==> src/rtl/rfsoc_config.sv <==
// rfsoc_config: shared GPIO bit map and command-target encoding for the rfsoc_pl_ctrl configuration bus.
// Latency: n/a (types, constants and pure functions only).
// Backpressure: n/a.
package rfsoc_config;

    // Bit positions on the 16-bit gpio_ctrl bus as wired into rfsoc_pl_ctrl.
    localparam int sdata                 = 0;
    localparam int trigger_line          = 1;
    localparam int channel_sel_clk       = 2;
    localparam int cycle_count_clk       = 3;
    localparam int mask_clk              = 4;
    localparam int locking_waveform_clk  = 5;
    localparam int pre_delay_cycle_clk   = 6;
    localparam int post_delay_cycle_clk  = 7;
    localparam int mux_set_clk           = 8;
    localparam int mask_enable_clk       = 9;

    localparam int GPIO_W     = 16;
    localparam int DATA_W     = 256;
    localparam int NBITS_W    = 9;
    localparam int PHASE_W    = 4;

    // Configuration register selected by a command; encodings 8..15 are invalid.
    typedef enum logic [3:0] {
        CHAN_SEL    = 4'd0,
        CYCLE_COUNT = 4'd1,
        MASK        = 4'd2,
        LOCK_WAVE   = 4'd3,
        PRE_DELAY   = 4'd4,
        POST_DELAY  = 4'd5,
        MUX_SET     = 4'd6,
        MASK_EN     = 4'd7
    } cfg_target_t;

    typedef enum logic [2:0] {
        TX_IDLE,
        TX_SETUP,
        TX_HIGH,
        TX_HOLD,
        TX_FIN,
        TX_TRIG
    } tx_state_t;

    function automatic logic is_cfg_target(input logic [3:0] raw);
        logic ok;
        ok = 1'b0;
        case (raw)
            CHAN_SEL, CYCLE_COUNT, MASK, LOCK_WAVE,
            PRE_DELAY, POST_DELAY, MUX_SET, MASK_EN: ok = 1'b1;
            default:                                 ok = 1'b0;
        endcase
        return ok;
    endfunction

    // Strobe line that clocks the selected register inside rfsoc_pl_ctrl.
    function automatic logic [3:0] target_to_gpio_bit(input cfg_target_t t);
        logic [3:0] b;
        case (t)
            CHAN_SEL:    b = 4'(channel_sel_clk);
            CYCLE_COUNT: b = 4'(cycle_count_clk);
            MASK:        b = 4'(mask_clk);
            LOCK_WAVE:   b = 4'(locking_waveform_clk);
            PRE_DELAY:   b = 4'(pre_delay_cycle_clk);
            POST_DELAY:  b = 4'(post_delay_cycle_clk);
            MUX_SET:     b = 4'(mux_set_clk);
            MASK_EN:     b = 4'(mask_enable_clk);
            default:     b = 4'(channel_sel_clk);
        endcase
        return b;
    endfunction

endpackage

==> src/rtl/rfsoc_gpio_cfg_tx.sv <==
// rfsoc_gpio_cfg_tx: serializes one config command onto the rfsoc_pl_ctrl sdata/strobe GPIO bus (LSB first) and issues trigger pulses.
// Latency: first sdata the cycle after acceptance; done N*(SETUP_CYC+HIGH_CYC+HOLD_CYC)+1 cycles after accepting an N-bit command.
// Backpressure: cmd_ready only in IDLE with no trig_req present; one command in flight, trig_req outside IDLE is dropped.
//
// Ports:
//   ps_clk, rst              clock, asynchronous active-high reset
//   cmd_valid/cmd_ready      command handshake; cmd_target/cmd_data/cmd_nbits sampled on acceptance
//   trig_req                 request a TRIG_CYC-long pulse on trigger_line (wins over a same-cycle command)
//   gpio_ctrl                registered GPIO bus into rfsoc_pl_ctrl; unused bits held 0
//   busy, done, err          status: not-idle, one-cycle completion pulse, rejection qualifier for done
module rfsoc_gpio_cfg_tx
    import rfsoc_config::*;
#(
    parameter int unsigned SETUP_CYC = 2,
    parameter int unsigned HIGH_CYC  = 2,
    parameter int unsigned HOLD_CYC  = 2,
    parameter int unsigned TRIG_CYC  = 1
) (
    input  logic                 ps_clk,
    input  logic                 rst,
    input  logic                 cmd_valid,
    output logic                 cmd_ready,
    input  logic [3:0]           cmd_target,
    input  logic [DATA_W-1:0]    cmd_data,
    input  logic [NBITS_W-1:0]   cmd_nbits,
    input  logic                 trig_req,
    output logic [GPIO_W-1:0]    gpio_ctrl,
    output logic                 busy,
    output logic                 done,
    output logic                 err
);

    tx_state_t             state,      state_nxt;
    logic [PHASE_W-1:0]    ph_cnt,     ph_nxt;
    logic [DATA_W-1:0]     shreg,      sh_nxt;
    logic [NBITS_W-1:0]    bit_cnt,    bc_nxt;
    logic [3:0]            strobe_bit, sb_nxt;
    logic                  err_nxt;
    logic [GPIO_W-1:0]     gpio_q,     gpio_nxt;
    logic                  ready_q;
    logic                  busy_q;
    logic                  done_q;
    logic                  err_q;

    // Phase counters are loaded with (length-1) and the phase ends when they read 0.
    localparam logic [PHASE_W-1:0] SETUP_LD = PHASE_W'(SETUP_CYC - 1);
    localparam logic [PHASE_W-1:0] HIGH_LD  = PHASE_W'(HIGH_CYC - 1);
    localparam logic [PHASE_W-1:0] HOLD_LD  = PHASE_W'(HOLD_CYC - 1);
    localparam logic [PHASE_W-1:0] TRIG_LD  = PHASE_W'(TRIG_CYC - 1);

    always_comb begin
        state_nxt = state;
        ph_nxt    = ph_cnt;
        sh_nxt    = shreg;
        bc_nxt    = bit_cnt;
        sb_nxt    = strobe_bit;
        err_nxt   = 1'b0;
        gpio_nxt  = '0;

        unique case (state)
            TX_IDLE: begin
                if (trig_req) begin
                    state_nxt = TX_TRIG;
                    ph_nxt    = TRIG_LD;
                end else if (cmd_valid) begin
                    if (cmd_nbits > 9'd256 || !is_cfg_target(cmd_target)) begin
                        state_nxt = TX_FIN;
                        err_nxt   = 1'b1;
                    end else if (cmd_nbits == '0) begin
                        state_nxt = TX_FIN;
                    end else begin
                        state_nxt = TX_SETUP;
                        ph_nxt    = SETUP_LD;
                        sh_nxt    = cmd_data;
                        bc_nxt    = cmd_nbits;
                        sb_nxt    = target_to_gpio_bit(cfg_target_t'(cmd_target));
                    end
                end
            end
            TX_SETUP: begin
                if (ph_cnt == '0) begin
                    state_nxt = TX_HIGH;
                    ph_nxt    = HIGH_LD;
                end else begin
                    ph_nxt    = ph_cnt - 1'b1;
                end
            end
            TX_HIGH: begin
                if (ph_cnt == '0) begin
                    state_nxt = TX_HOLD;
                    ph_nxt    = HOLD_LD;
                end else begin
                    ph_nxt    = ph_cnt - 1'b1;
                end
            end
            TX_HOLD: begin
                if (ph_cnt == '0) begin
                    // Shift only here, while the strobe is low, so sdata never moves under a high strobe.
                    sh_nxt = {1'b0, shreg[DATA_W-1:1]};
                    bc_nxt = bit_cnt - 1'b1;
                    if (bit_cnt == 9'd1) begin
                        state_nxt = TX_FIN;
                    end else begin
                        state_nxt = TX_SETUP;
                        ph_nxt    = SETUP_LD;
                    end
                end else begin
                    ph_nxt = ph_cnt - 1'b1;
                end
            end
            TX_FIN: begin
                state_nxt = TX_IDLE;
            end
            TX_TRIG: begin
                if (ph_cnt == '0) begin
                    state_nxt = TX_IDLE;
                end else begin
                    ph_nxt    = ph_cnt - 1'b1;
                end
            end
            default: begin
                state_nxt = TX_IDLE;
            end
        endcase

        // GPIO image is decoded from the next state so the bus itself comes straight from flops.
        case (state_nxt)
            TX_SETUP, TX_HOLD: begin
                gpio_nxt[sdata] = sh_nxt[0];
            end
            TX_HIGH: begin
                gpio_nxt[sdata]  = sh_nxt[0];
                gpio_nxt[sb_nxt] = 1'b1;
            end
            TX_TRIG: begin
                gpio_nxt[trigger_line] = 1'b1;
            end
            default: begin
                gpio_nxt = '0;
            end
        endcase
    end

    always_ff @(posedge ps_clk or posedge rst) begin
        if (rst) begin
            state      <= TX_IDLE;
            ph_cnt     <= '0;
            shreg      <= '0;
            bit_cnt    <= '0;
            strobe_bit <= '0;
            gpio_q     <= '0;
            ready_q    <= 1'b0;
            busy_q     <= 1'b0;
            done_q     <= 1'b0;
            err_q      <= 1'b0;
        end else begin
            state      <= state_nxt;
            ph_cnt     <= ph_nxt;
            shreg      <= sh_nxt;
            bit_cnt    <= bc_nxt;
            strobe_bit <= sb_nxt;
            gpio_q     <= gpio_nxt;
            ready_q    <= (state_nxt == TX_IDLE);
            busy_q     <= (state_nxt != TX_IDLE);
            done_q     <= (state_nxt == TX_FIN);
            err_q      <= err_nxt;
        end
    end

    // A trigger request in IDLE takes the slot, so the command must see ready low that cycle.
    assign cmd_ready = ready_q & ~trig_req;
    assign gpio_ctrl = gpio_q;
    assign busy      = busy_q;
    assign done      = done_q;
    assign err       = err_q;

endmodule

==> config.mk <==
export PLATFORM = sky130hd
export DESIGN_NAME = rfsoc_gpio_cfg_tx
export DESIGN_NICKNAME = d
export VERILOG_FILES = /design/src/rtl/rfsoc_config.sv /design/src/rtl/rfsoc_gpio_cfg_tx.sv
export SDC_FILE = /design/constraint.sdc
export NUM_CORES = 1
export LEC_CHECK = 0
export ABC_AREA = 1
export BUFFER_PORTS_ARGS = -buffer_cell sky130_fd_sc_hd__buf_2
export CORE_UTILIZATION = 50
export DETAILED_ROUTE_END_ITERATION = 8
export GPL_TIMING_DRIVEN = 0
export PLACE_DENSITY_LB_ADDON = 0.25
export SYNTH_ARGS = -nofsm -noshare
export SYNTH_HDL_FRONTEND = slang
export SYNTH_SLANG_ARGS = --single-unit
==> constraint.sdc <==
create_clock -name ps_clk -period 14.9 [get_ports ps_clk]
set_input_delay 1.49 -clock ps_clk [delete_from_list [all_inputs] [get_ports ps_clk]]
set_output_delay 1.49 -clock ps_clk [all_outputs]
set_load 0.03 [all_outputs]
## Word level (Yosys, flattened, before mapping)

Memory sizes are Yosys's and may differ from the RTL's.
Cells that the tools add are included.

- Add/subtract/negate cells: 2
- Magnitude comparators: 3
- Eq/ne operators: 20
- Mux-type cells: 50
- Bitwise gates (word level): 3
- Reductions and logical operators: 14

Operators by type and width:

| cell | number |
|---|---|
| 256-bit 2-to-1 mux | 5 |
| 256-bit one-hot mux with 2 select lines | 1 |
| 4-bit 2-to-1 mux | 14 |
| 9-bit 2-to-1 mux | 5 |
| 3-bit 2-to-1 mux | 9 |
| 9-bit one-hot mux with 2 select lines | 1 |
| 1-bit by 16-bit bitwise OR with 16-bit output | 1 |
| 4-bit one-hot mux with 4 select lines | 1 |
| 3-bit one-hot mux with 5 select lines | 1 |
| 14-bit 2-to-1 mux | 1 |
| 3-bit by 2-bit == test with 1-bit output, second input constant | 4 |
| 2-bit != test, second input constant | 6 |
| 3-bit != test, second input constant | 4 |
| 6-bit AND reduction | 2 |
| 3-bit == test, second input constant | 3 |
| 9-bit by 1-bit == test with 1-bit output, second input constant | 1 |
| 9-bit > comparator, second input constant | 1 |
| 9-bit logical NOT | 1 |
| 1-bit 2-to-1 mux | 9 |
| 9-bit by 1-bit subtractor with 9-bit output, second input constant | 1 |
| 3-bit by 1-bit == test with 1-bit output, second input constant | 2 |
| 3-bit logical NOT | 2 |
| 4-bit by 5-bit < comparator with 1-bit output, second input constant | 1 |
| 1-bit demux with 4-bit select | 1 |
| other kinds (13) | 15 |

- Register bits: 296
- ROM bits: 32
- Input port bits: 273
- Output and inout port bits: 20
- Logic and storage cells: 104
- Memories kept: 1

Memories:

| memory | depth | width | rd ports | clocked after memory_dff | wr ports | RTL line | RTL |
|---|---|---|---|---|---|---|---|
| (name not given) | 8 | 4 | 1 | 0 | 0 | rfsoc_config.sv:58 | `case (t)` |

## Depth between registers and ports, before layout

- Depth in word-level cells: 16
- Mapped depth: 14
- Gate-level depth less buffers: 14

## Least setup slack after synthesis

Ideal clock, no wire load.

- Path type: input -> output
- Start point: input trig_req
- End point: output cmd_ready
- Arrival: 1.903 ns
- Required time: 13.410 ns
- Slack: 11.507 ns
- Cell stages on the path: 1
- Path buffers: 0
- Cells stage by stage: nor2_1

- Cells in the longest elaborated chain, start to end: 2

RTL lines:

| element | RTL line | RTL |
|---|---|---|
| start, declared | rfsoc_gpio_cfg_tx.sv:26 | `input logic trig_req,` |
| 1-bit NOT | rfsoc_gpio_cfg_tx.sv:171 | `assign cmd_ready = ready_q & ~trig_req;` |
| 1-bit bitwise AND | rfsoc_gpio_cfg_tx.sv:171 |  |
| end, declared | rfsoc_gpio_cfg_tx.sv:22 | `output logic cmd_ready,` |

No other way between the ends.

## Final worst setup path

Same ends and word-level chain as after synthesis.

==> qor.yml <==
synth_fp_nets: 1663
finalMaxSlewViolations: 0
crit_fanout: 5
wl_um: 31490
drcViolationCount: 0
cts_tree: "yes"
htree_levels: 2
crit_path_frequent_cell: "buf_2"
cp-end-kind: "output port"
worstPathRequired_ps: 13410
yosys_warnings: 0
worstSetupPathType: "primary input to output port"
max_stage_delay_ps: 200
num_vias: 10827
fin_setup_tns_ps: 0
grt_pass1_vias: 10608
cts_hold_buf: 0
pwr-share-seq: 0.429
globalRoute.totalOverflow: 0
clock_latency_ps: 500
pwr-share-clk: 0.276
cts_resized: 0
period_share: 0.2296
fmax_mhz: 292.3
core_area_sq_um: 25470
syn-cell-area_sq_um: 13140
port_buffers: 292
detail_route.vias_per_cell: 5.213
routedWlPerCell_um: 15.16
clock-sinks: 296
rsz0062_at_grt: "no"
die_height_um: 164.1
tightest_slew_ps: 670.7
fin_util: 0.6372
pre_cts_ws_ps: 11480
cts_setup_buffers: 0
grt_max_degree: 136
path_clk_slew_ps: 60
area_growth_pct: 23.57
clock_skew_ps: 16.40
initial_utilization: 0.5157
maxSlewHeadroom: 0.5529
swShare: 0.3162
power_leakage_nw: 8.030
netlist_top_cells_area: "dfrtp_1 (56%), o221ai_1 (17%), nand2_1 (8.9%), inv_1 (8.5%), buf_2 (2.4%)"
finalSetupViolCount: 0
seq_area_frac_synth: 0.5639
synth_top_area_share: 0.5639
rows: 58
ys_ff_latch: 296
hp-class: "flip-flop to flip-flop"
syn_area_per_cell_sq_um: 9.484
grt_usage: 0.2373
status: "completed"
firstDrtPassIters: 6
cap_violations: 0
dieArea_sq_um: 26920
max-vdd-ir-drop_mv: 0.1047
worst_hold_slack_ps: 524.5
p_int_mw: 2.060
fin_nets: 1993
cts_root_buffer: "clkbuf_16"
dr.first_iter.drc_count: 809
p_comb_frac: 0.295
synth_cells: 1385
slowest_stage: "buf_2"
cts.path.max_buffers: 3
numCtsBuffers: 34
critPathLaunchType: "primary input"
dp.final_hpwl_um: 22360
antenna_found_initial: 9
setup_ws_ps: 11480
hold_violations: 0
fill_cells: 2164
grt_pass1_wl_um: 50890
pin_count: 293
drive_gt1_frac: 0.2526
worstPathArrival_ps: 1930
p_per_area_nw_per_um2: 185.6
die_x_um: 164.1
total_power_mw: 3.013
drtAntennaViolNets: 0
finalWorstPathRequiredPeriod_ps: 3421
synth_cell_types: 32
switchingPower_uw: 952.7
gp_congestion: 0.8591
yosys.area.top_type: "dfrtp_1"
crit_chain: "buf_2, nor2_1, buf_2"
==> critical path: cells and delay by family <==
family,cells,cell delay [ps]
buf+inv,2,340
simple gates,1,100
==> cell usage in the layout, fill, tap and decap left out, types with 8 or more instances in the layout <==
cell type	synthesis	layout
o21ai_0	15	15
inv_2	8	8
a21oi_1	9	9
nand2_1	312	312
clkbuf_1	19	29
nand3_1	21	21
clkbuf_16	0	37
o221ai_1	251	251
inv_1	296	295
buf_2	62	354
diode_2	0	9
clkbuf_8	0	10
dfrtp_1	296	296
nor2_1	40	40
==> power by group through the flow <==
stage / clock network (mW) / logic, mW / registers, mW
final: 0.832 / 0.889 / 1.29
after global routing: 0.883 / 1.02 / 1.33
after CTS: 0.848 / 0.893 / 1.29
after detailed placement: 0 / 0.883 / 1.31
after global placement: 0 / 0.846 / 1.30
after floorplan: 0 / 0.673 / 1.29
==> worst paths after layout <==
check,startpoint,end,slack [ps],depth (start not counted)
setup / recovery,trig_req,cmd_ready,11480,3
hold / removal,shreg[255]$_DFFE_PP0P_,shreg[255]$_DFFE_PP0P_,520,2
setup reg to reg,state[0]$_DFF_PP0_,shreg[51]$_DFFE_PP0P_,12830,8
hold reg to reg,shreg[255]$_DFFE_PP0P_,shreg[255]$_DFFE_PP0P_,520,2
max in group asynchronous,rst,shreg[65]$_DFFE_PP0P_,13010,3
min in group asynchronous,rst,shreg[232]$_DFFE_PP0P_,950,2
==> routing by layer <==
layer	track usage	routed length (um)
met5	0	22
met4	0.08123	724
met3	0.05303	1871
met2	0.3809	14940
met1	0.3178	13930
==> sequential cells by signal (all words and copies together) (netlist names) <==
| register | cells |
|---|---|
| ready_q | 1 |
| err | 1 |
| strobe_bit | 4 |
| state | 3 |
| shreg | 256 |
| bit_cnt | 9 |
| busy | 1 |
| gpio_ctrl | 16 |
| ph_cnt | 4 |
| done | 1 |
==> cells in the mapped netlist, drive strengths merged <==
master	instances
inv	304
nor3	3
nand4	1
a211oi	2
a31oi	2
ha	5
dfrtp	296
buf	67
o211ai	6
nand3	25
o22ai	2
o21ai	22
nand2	317
o221ai	252
a21oi	9
xor2	1
nor2	49
a22oi	1
xnor2	2
clkbuf	19
==> metrics by stage <==
step / cells / area, sq um
4_1_cts: 2068 / 16210
3_5_place_dp: 2009 / 15070
5_1_grt: 2072 / 16220
3_3_place_gp: 2007 / 15010
2_1_floorplan: 1385 / 13140
6_report: 2077 / 16230
==> kinds of logic (layout without fill, tap and decap cells) <==
logic type / Yosys count / count (layout) / synth area share
XOR/XNOR: 3 / 3 / 0.002001
adder cells (fa/ha/maj): 5 / 5 / 0.004763
AND/OR/NAND/NOR: 395 / 395 / 0.1232
flip-flops: 296 / 296 / 0.5639
buffers and inverters: 390 / 743 / 0.1185
AO/OA/AOI/OAI: 296 / 296 / 0.1877
other: 0 / 9 / 0
==> final cells by class <==
| type | count | area, sq um | share of cell area |
|---|---|---|---|
| tap | 330 | 412.9 | 0.02544 |
| clock inverter | 2 | 35.03 | 0.002158 |
| clock buffer | 57 | 1101 | 0.06784 |
| inverter | 304 | 1149 | 0.07077 |
| antenna | 9 | 22.52 | 0.001388 |
| sequential | 296 | 7407 | 0.4564 |
| multi-input combinational | 699 | 4172 | 0.2570 |
| timing repair buffer | 294 | 1516 | 0.09343 |
| buffer | 86 | 415.4 | 0.02559 |
Power figures use the tool's default switching activity.
